**src/rtl/mul_pkg.sv**
```systemverilog
// Shared types and constants for the digit-serial 2x2-core multiplier sequencer.
package mul_pkg;

    typedef enum logic [1:0] {
        ST_IDLE = 2'd0,
        ST_RUN  = 2'd1,
        ST_DONE = 2'd2
    } state_e;

    localparam int DIGIT_W     = 2;
    localparam int CORE_PROD_W = 4;

    function automatic int ndig(input int width);
        return width / 2;
    endfunction

endpackage

```
**src/rtl/mul_seq_acc.sv**
```systemverilog
// Shift-and-add accumulator: adds each 4-bit core product at weight 4^(i+j).
module mul_seq_acc
    import mul_pkg::*;
#(
    parameter int WIDTH = 8,
    parameter int CNT_W = 2
) (
    input  logic                   clk_i,
    input  logic                   rst_i,
    input  logic                   clear_i,
    input  logic                   enable_i,
    input  logic [CORE_PROD_W-1:0] cm_i,
    input  logic [CNT_W-1:0]       i_i,
    input  logic [CNT_W-1:0]       j_i,
    output logic [2*WIDTH-1:0]     acc_o,
    output logic [2*WIDTH-1:0]     sum_o
);

    localparam int PW   = 2 * WIDTH;
    localparam int SH_W = $clog2(PW) + 1;

    logic [PW-1:0]   acc_q, acc_d;
    logic [SH_W-1:0] shift;
    logic [PW-1:0]   partial;

    // Digit pair (i,j) carries weight 2^(2(i+j)).
    assign shift   = (SH_W'(i_i) + SH_W'(j_i)) << 1;
    assign partial = PW'(cm_i) << shift;
    assign sum_o   = acc_q + partial;
    assign acc_o   = acc_q;

    always_comb begin
        acc_d = acc_q;
        if (clear_i) begin
            acc_d = '0;
        end else if (enable_i) begin
            acc_d = sum_o;
        end
    end

    always_ff @(posedge clk_i) begin
        if (rst_i) begin
            acc_q <= '0;
        end else begin
            acc_q <= acc_d;
        end
    end

endmodule

```
**src/rtl/mul_seq_ctrl.sv**
```systemverilog
// Sequencer feeding digit pairs to an external 2x2 core and accumulating the product.
module mul_seq_ctrl
    import mul_pkg::*;
#(
    parameter int WIDTH = 8
) (
    input  logic                   CLK,
    input  logic                   RST,
    input  logic                   START,
    input  logic [WIDTH-1:0]       A,
    input  logic [WIDTH-1:0]       B,
    output logic [DIGIT_W-1:0]     CA,
    output logic [DIGIT_W-1:0]     CB,
    input  logic [CORE_PROD_W-1:0] CM,
    output logic                   BUSY,
    output logic                   DONE,
    output logic [2*WIDTH-1:0]     P,
    output state_e                 DBG_STATE
);

    localparam int NDIG  = ndig(WIDTH);
    localparam int CNT_W = (NDIG > 1) ? $clog2(NDIG) : 1;
    localparam int PW    = 2 * WIDTH;
    localparam logic [CNT_W-1:0] LAST_DIG = CNT_W'(NDIG - 1);

    state_e           state_q, state_d;
    logic [WIDTH-1:0] a_q, a_d, b_q, b_d;
    logic [CNT_W-1:0] i_q, i_d, j_q, j_d;
    logic [PW-1:0]    p_q, p_d;
    logic [PW-1:0]    acc_unused;
    logic [PW-1:0]    acc_sum;
    logic             accept;
    logic             last_step;
    logic             running;

    assign running   = (state_q == ST_RUN);
    assign accept    = START && ((state_q == ST_IDLE) || (state_q == ST_DONE));
    assign last_step = running && (i_q == LAST_DIG) && (j_q == LAST_DIG);

    always_ff @(posedge CLK) begin
        if (RST) begin
            state_q <= ST_IDLE;
        end else begin
            state_q <= state_d;
        end
    end

    always_comb begin
        state_d = state_q;
        case (state_q)
            ST_IDLE: if (START) state_d = ST_RUN;
            ST_RUN:  if (last_step) state_d = ST_DONE;
            ST_DONE: state_d = START ? ST_RUN : ST_IDLE;
            default: state_d = ST_IDLE;
        endcase
    end

    always_comb begin
        BUSY = running;
        DONE = (state_q == ST_DONE);
        CA   = '0;
        CB   = '0;
        if (running) begin
            CA = DIGIT_W'(a_q >> {i_q, 1'b0});
            CB = DIGIT_W'(b_q >> {j_q, 1'b0});
        end
    end

    // j steps fastest; i advances on j wrap and both return to 0 after the last pair.
    always_comb begin
        a_d = a_q;
        b_d = b_q;
        i_d = i_q;
        j_d = j_q;
        p_d = p_q;
        if (accept) begin
            a_d = A;
            b_d = B;
            i_d = '0;
            j_d = '0;
        end else if (running) begin
            if (j_q == LAST_DIG) begin
                j_d = '0;
                i_d = (i_q == LAST_DIG) ? '0 : i_q + 1'b1;
            end else begin
                j_d = j_q + 1'b1;
            end
            if (last_step) begin
                p_d = acc_sum;
            end
        end
    end

    always_ff @(posedge CLK) begin
        if (RST) begin
            a_q <= '0;
            b_q <= '0;
            i_q <= '0;
            j_q <= '0;
            p_q <= '0;
        end else begin
            a_q <= a_d;
            b_q <= b_d;
            i_q <= i_d;
            j_q <= j_d;
            p_q <= p_d;
        end
    end

    mul_seq_acc #(
        .WIDTH (WIDTH),
        .CNT_W (CNT_W)
    ) u_acc (
        .clk_i    (CLK),
        .rst_i    (RST),
        .clear_i  (accept),
        .enable_i (running),
        .cm_i     (CM),
        .i_i      (i_q),
        .j_i      (j_q),
        .acc_o    (acc_unused),
        .sum_o    (acc_sum)
    );

    assign P         = p_q;
    assign DBG_STATE = state_q;

endmodule
```
**config.mk**
```make
export PLATFORM = sky130hd
export DESIGN_NAME = mul_seq_ctrl
export DESIGN_NICKNAME = d
export VERILOG_FILES = /design/src/rtl/mul_pkg.sv /design/src/rtl/mul_seq_acc.sv /design/src/rtl/mul_seq_ctrl.sv
export SDC_FILE = /design/constraint.sdc
export NUM_CORES = 1
export LEC_CHECK = 0
export CORE_ASPECT_RATIO = 1.25
export CORE_MARGIN = 2
export CORE_UTILIZATION = 30
export CTS_CLUSTER_DIAMETER = 40
export DETAILED_ROUTE_END_ITERATION = 12
export GPL_ROUTABILITY_DRIVEN = 0
export PLACE_DENSITY = 0.53
export SLEW_MARGIN = 20
export SYNTH_ARGS = -nofsm -noshare
export SYNTH_HDL_FRONTEND = slang
export SYNTH_SLANG_ARGS = --single-unit
```
**constraint.sdc**
```tcl
create_clock -name CLK -period 5.25 [get_ports CLK]
set_input_delay 1.05 -clock CLK [delete_from_list [all_inputs] [get_ports CLK]]
set_output_delay 1.05 -clock CLK [all_outputs]
set_load 0.02 [all_outputs]
```
==> qor.txt <==
Pleak -> 1.48 nW
Tot GR Track Use -> 0.147
Area growth from synthesis to layout -> 22.1%
Synthesis Warnings -> 0
Post-synthesis mux area share -> 0.0445
DRC -> 0
Relative slew slack -> 0.398
WP data arrival -> 4.17 ns
Nets -> 465
Cell Pwr Density -> 238 nW/um^2
Logic pwr share -> 0.118
Synthesized instance count -> 390
Cts hold-fix bufs -> 0
Finished Cell Area -> 3840 um^2
Setup bufs post-CTS -> 0
Core area -> 10200 um^2
Starting Density -> 0.310
Post-synthesis sequential area ratio -> 0.344
Mean Syn Cell Area -> 8.07 um^2
Largest family of logic cells by synthesized area -> simple AND/OR/NAND/NOR gates
# fillers -> 1084
Final ANT Viol Nets -> 0
Die Ht -> 119 um
Synth Register Bits -> 54
Ys async rst share -> 0
Switch share -> 0.246
DRT Pass-1 Iters -> 6
ANT cells -> 0
Vias in the first global route -> 2672
Die ar. -> 11300 um^2
Vias per cell -> 5.20
Top post-synthesis cells by area -> dfxtp_1 34%, nand2_1 8.9%, a21oi_1 7.3%, ha_1 7.2%, nand3_1 3.0%
Mapped cell area -> 3150 um^2
Critical Path Source Type -> register
P_sw -> 0.225 mW
Sum Neg Setup Slack -> 0 ns
Clock Sinks -> 54
Congestion Overflow GR -> 0
Clk slew on worst S/H paths -> 0.07 ns
Hold Crit Class -> register to register
Syn nets -> 433
CTS tree -> built
Final period util -> 0.759
Via count -> 2865
Adder-cell share of the synthesized area -> 0.0843
Final Hold Fails -> 0
H-tree depth -> 2
Io pins -> 47
Routed WL -> 8.05 mm
Final Core Density -> 0.378
Row cnt -> 41
Setup-failing EPs final -> 0
Drt wl/cell -> 14.6 um
IO buf count -> 46
Area leader, netlist -> dfxtp_1
DP Area -> 3680 um^2
Ys flop type -> dfxtp_1
RSZ-0062 raised after global routing -> no
Post-Synth XOR/XNOR Area -> 0.0223
CTS Buf Count -> 5
VDD IR max -> 0.000196 V
Worst Skew -> 0.00817 ns
Post-cts sizing count -> 0
Layout cells sized above 1 -> 0.0616
Worst-case clock buffer depth -> 2
Worst skew pair latency -> 0.30 ns
Worst slew pin tran -> 0.899 ns
Crit path max fanout -> 8
Post-Synth Simple-Gate Area -> 0.280
Clock share of power -> 0.415
Hpwl dp -> 5.77 mm
Element type at the critical path end -> register
P_int -> 0.690 mW
Largest net degree at the start of global routing -> 48
Max cap viols -> 0
First-pass GRT wire length -> 13.1 mm
Count leader, synth -> nand2_1
Achievable Freq -> 0.251 GHz
Initial detailed-routing violation count -> 109
Synth top cells by count -> 75 x nand2_1, 54 x dfxtp_1, 46 x a21oi_1, 25 x nor2_1, 23 x clkbuf_1
Slew Limit Fails -> 0
Compound-gate portion of the synthesized area -> 0.177
Crit path kind -> register to register
Antenna violations before repair -> 0
Post-synth top area share -> 0.344
Critical Path RT -> 5.44 ns
Synth unique cells -> 48
Root Driver -> clkbuf_16
Status -> finished, final reports clean
Final period demand of the worst path -> 3.98 ns
Reg power frac -> 0.467
Die Width -> 95.6 um
Post-synth EDFFs -> 0
-- stage by stage --
step                setup WS, ns  hold slack [ns]  total power, mW  cells
floorplan                   1.83            0.433            0.503    390
global placement            1.34            0.441            0.543    544
detailed placement          1.31            0.447            0.545    544
CTS                         1.29            0.457            0.929    551
global route                1.00            0.472            0.950    551
finish                      1.27            0.452            0.915    551
-- power groups by stage --
stage	combinational (mW)	sequential, mW	clock [mW]
after CTS	0.108	0.427	0.393
after global routing	0.119	0.429	0.402
after detailed placement	0.108	0.437	0
final	0.107	0.427	0.380
after global placement	0.106	0.437	0
after floorplan	0.0673	0.436	0
-- layer usage --
layer | routed length (um) | vias up | global-route usage
met2 | 3830 | 71 | 0.238
met5 | 0 | - | 0
met3 | 437 | 10 | 0.0287
met1 | 3610 | 1332 | 0.190
li1 | - | 1452 | -
met4 | 175 | 0 | 0.0563
-- final cells by class --
type / instances / area [um^2] / share of cell area
sequential: 54 / 1080 / 0.281
timing repair buffer: 51 / 498 / 0.130
clock inverter: 2 / 38.8 / 0.0101
tap: 129 / 161 / 0.0420
multi-input combinational: 303 / 1910 / 0.498
clock buffer: 5 / 125 / 0.0326
inverter: 7 / 26.3 / 0.00684
-- cells in the final DEF, fill, tap and decap left out, types with 2 or more instances in the layout --
master	n
xor2_1	3
nand3_1	19
buf_4	5
or4_1	5
nand2b_1	7
a21o_1	6
a211oi_1	5
ha_1	18
nor2b_1	7
o21ai_0	9
clkbuf_16	5
mux2i_1	5
mux4_2	4
or4_2	3
nor2_1	25
and3_1	3
a22oi_1	2
nand3b_1	3
nor3b_1	4
and2_1	6
nand2_1	75
a221oi_2	2
clkdlybuf4s50_1	46
a21oi_1	46
a31oi_1	3
dfxtp_1	54
nand4_1	7
fa_1	2
o211ai_1	2
inv_1	7
nor4_1	3
nand4b_1	3
xnor2_1	5
nor3_1	8
-- worst paths after layout --
check	startpoint	end	slack [ns]	cells past startpoint
worst min-delay path	a_q[2]	a_q[2]	0.45	2
worst max-delay path	j_q[0]	P[14]	1.27	13
worst max register to register	j_q[0]	P[14]	1.27	13
worst min register to register	a_q[2]	a_q[2]	0.45	2
-- sequential cells by signal, summed over array words and instances, names as in the netlist --
signal and count:
u_acc.acc_o 16, DBG_STATE 2, P 16, i_q 2
b_q 8, a_q 8, j_q 2
-- kinds of logic (layout without fill, tap and decap cells) --
kind of cell | Yosys count | in the layout
XOR/XNOR | 8 | 8
AND/OR/NAND/NOR | 181 | 181
multiplexers | 9 | 9
AO/OA/AOI/OAI | 85 | 85
buffers and inverters | 33 | 65
flip-flops | 54 | 54
adder cells (fa/ha/maj) | 20 | 20
-- critical path, cell delays in order (launching register included) --
cell and delay (ns):
dfxtp_1 0.48, ha_1 0.20, inv_1 0.05, fa_1 0.57, and2_1 0.23, a22oi_1 0.29
nor2b_1 0.11, ha_1 0.36, a21o_1 0.23, a221oi_2 0.45, a21oi_1 0.18, a221oi_2 0.38
nor4_1 0.08, a221o_1 0.26
No activity file was read; power rests on OpenSTA's default activity.
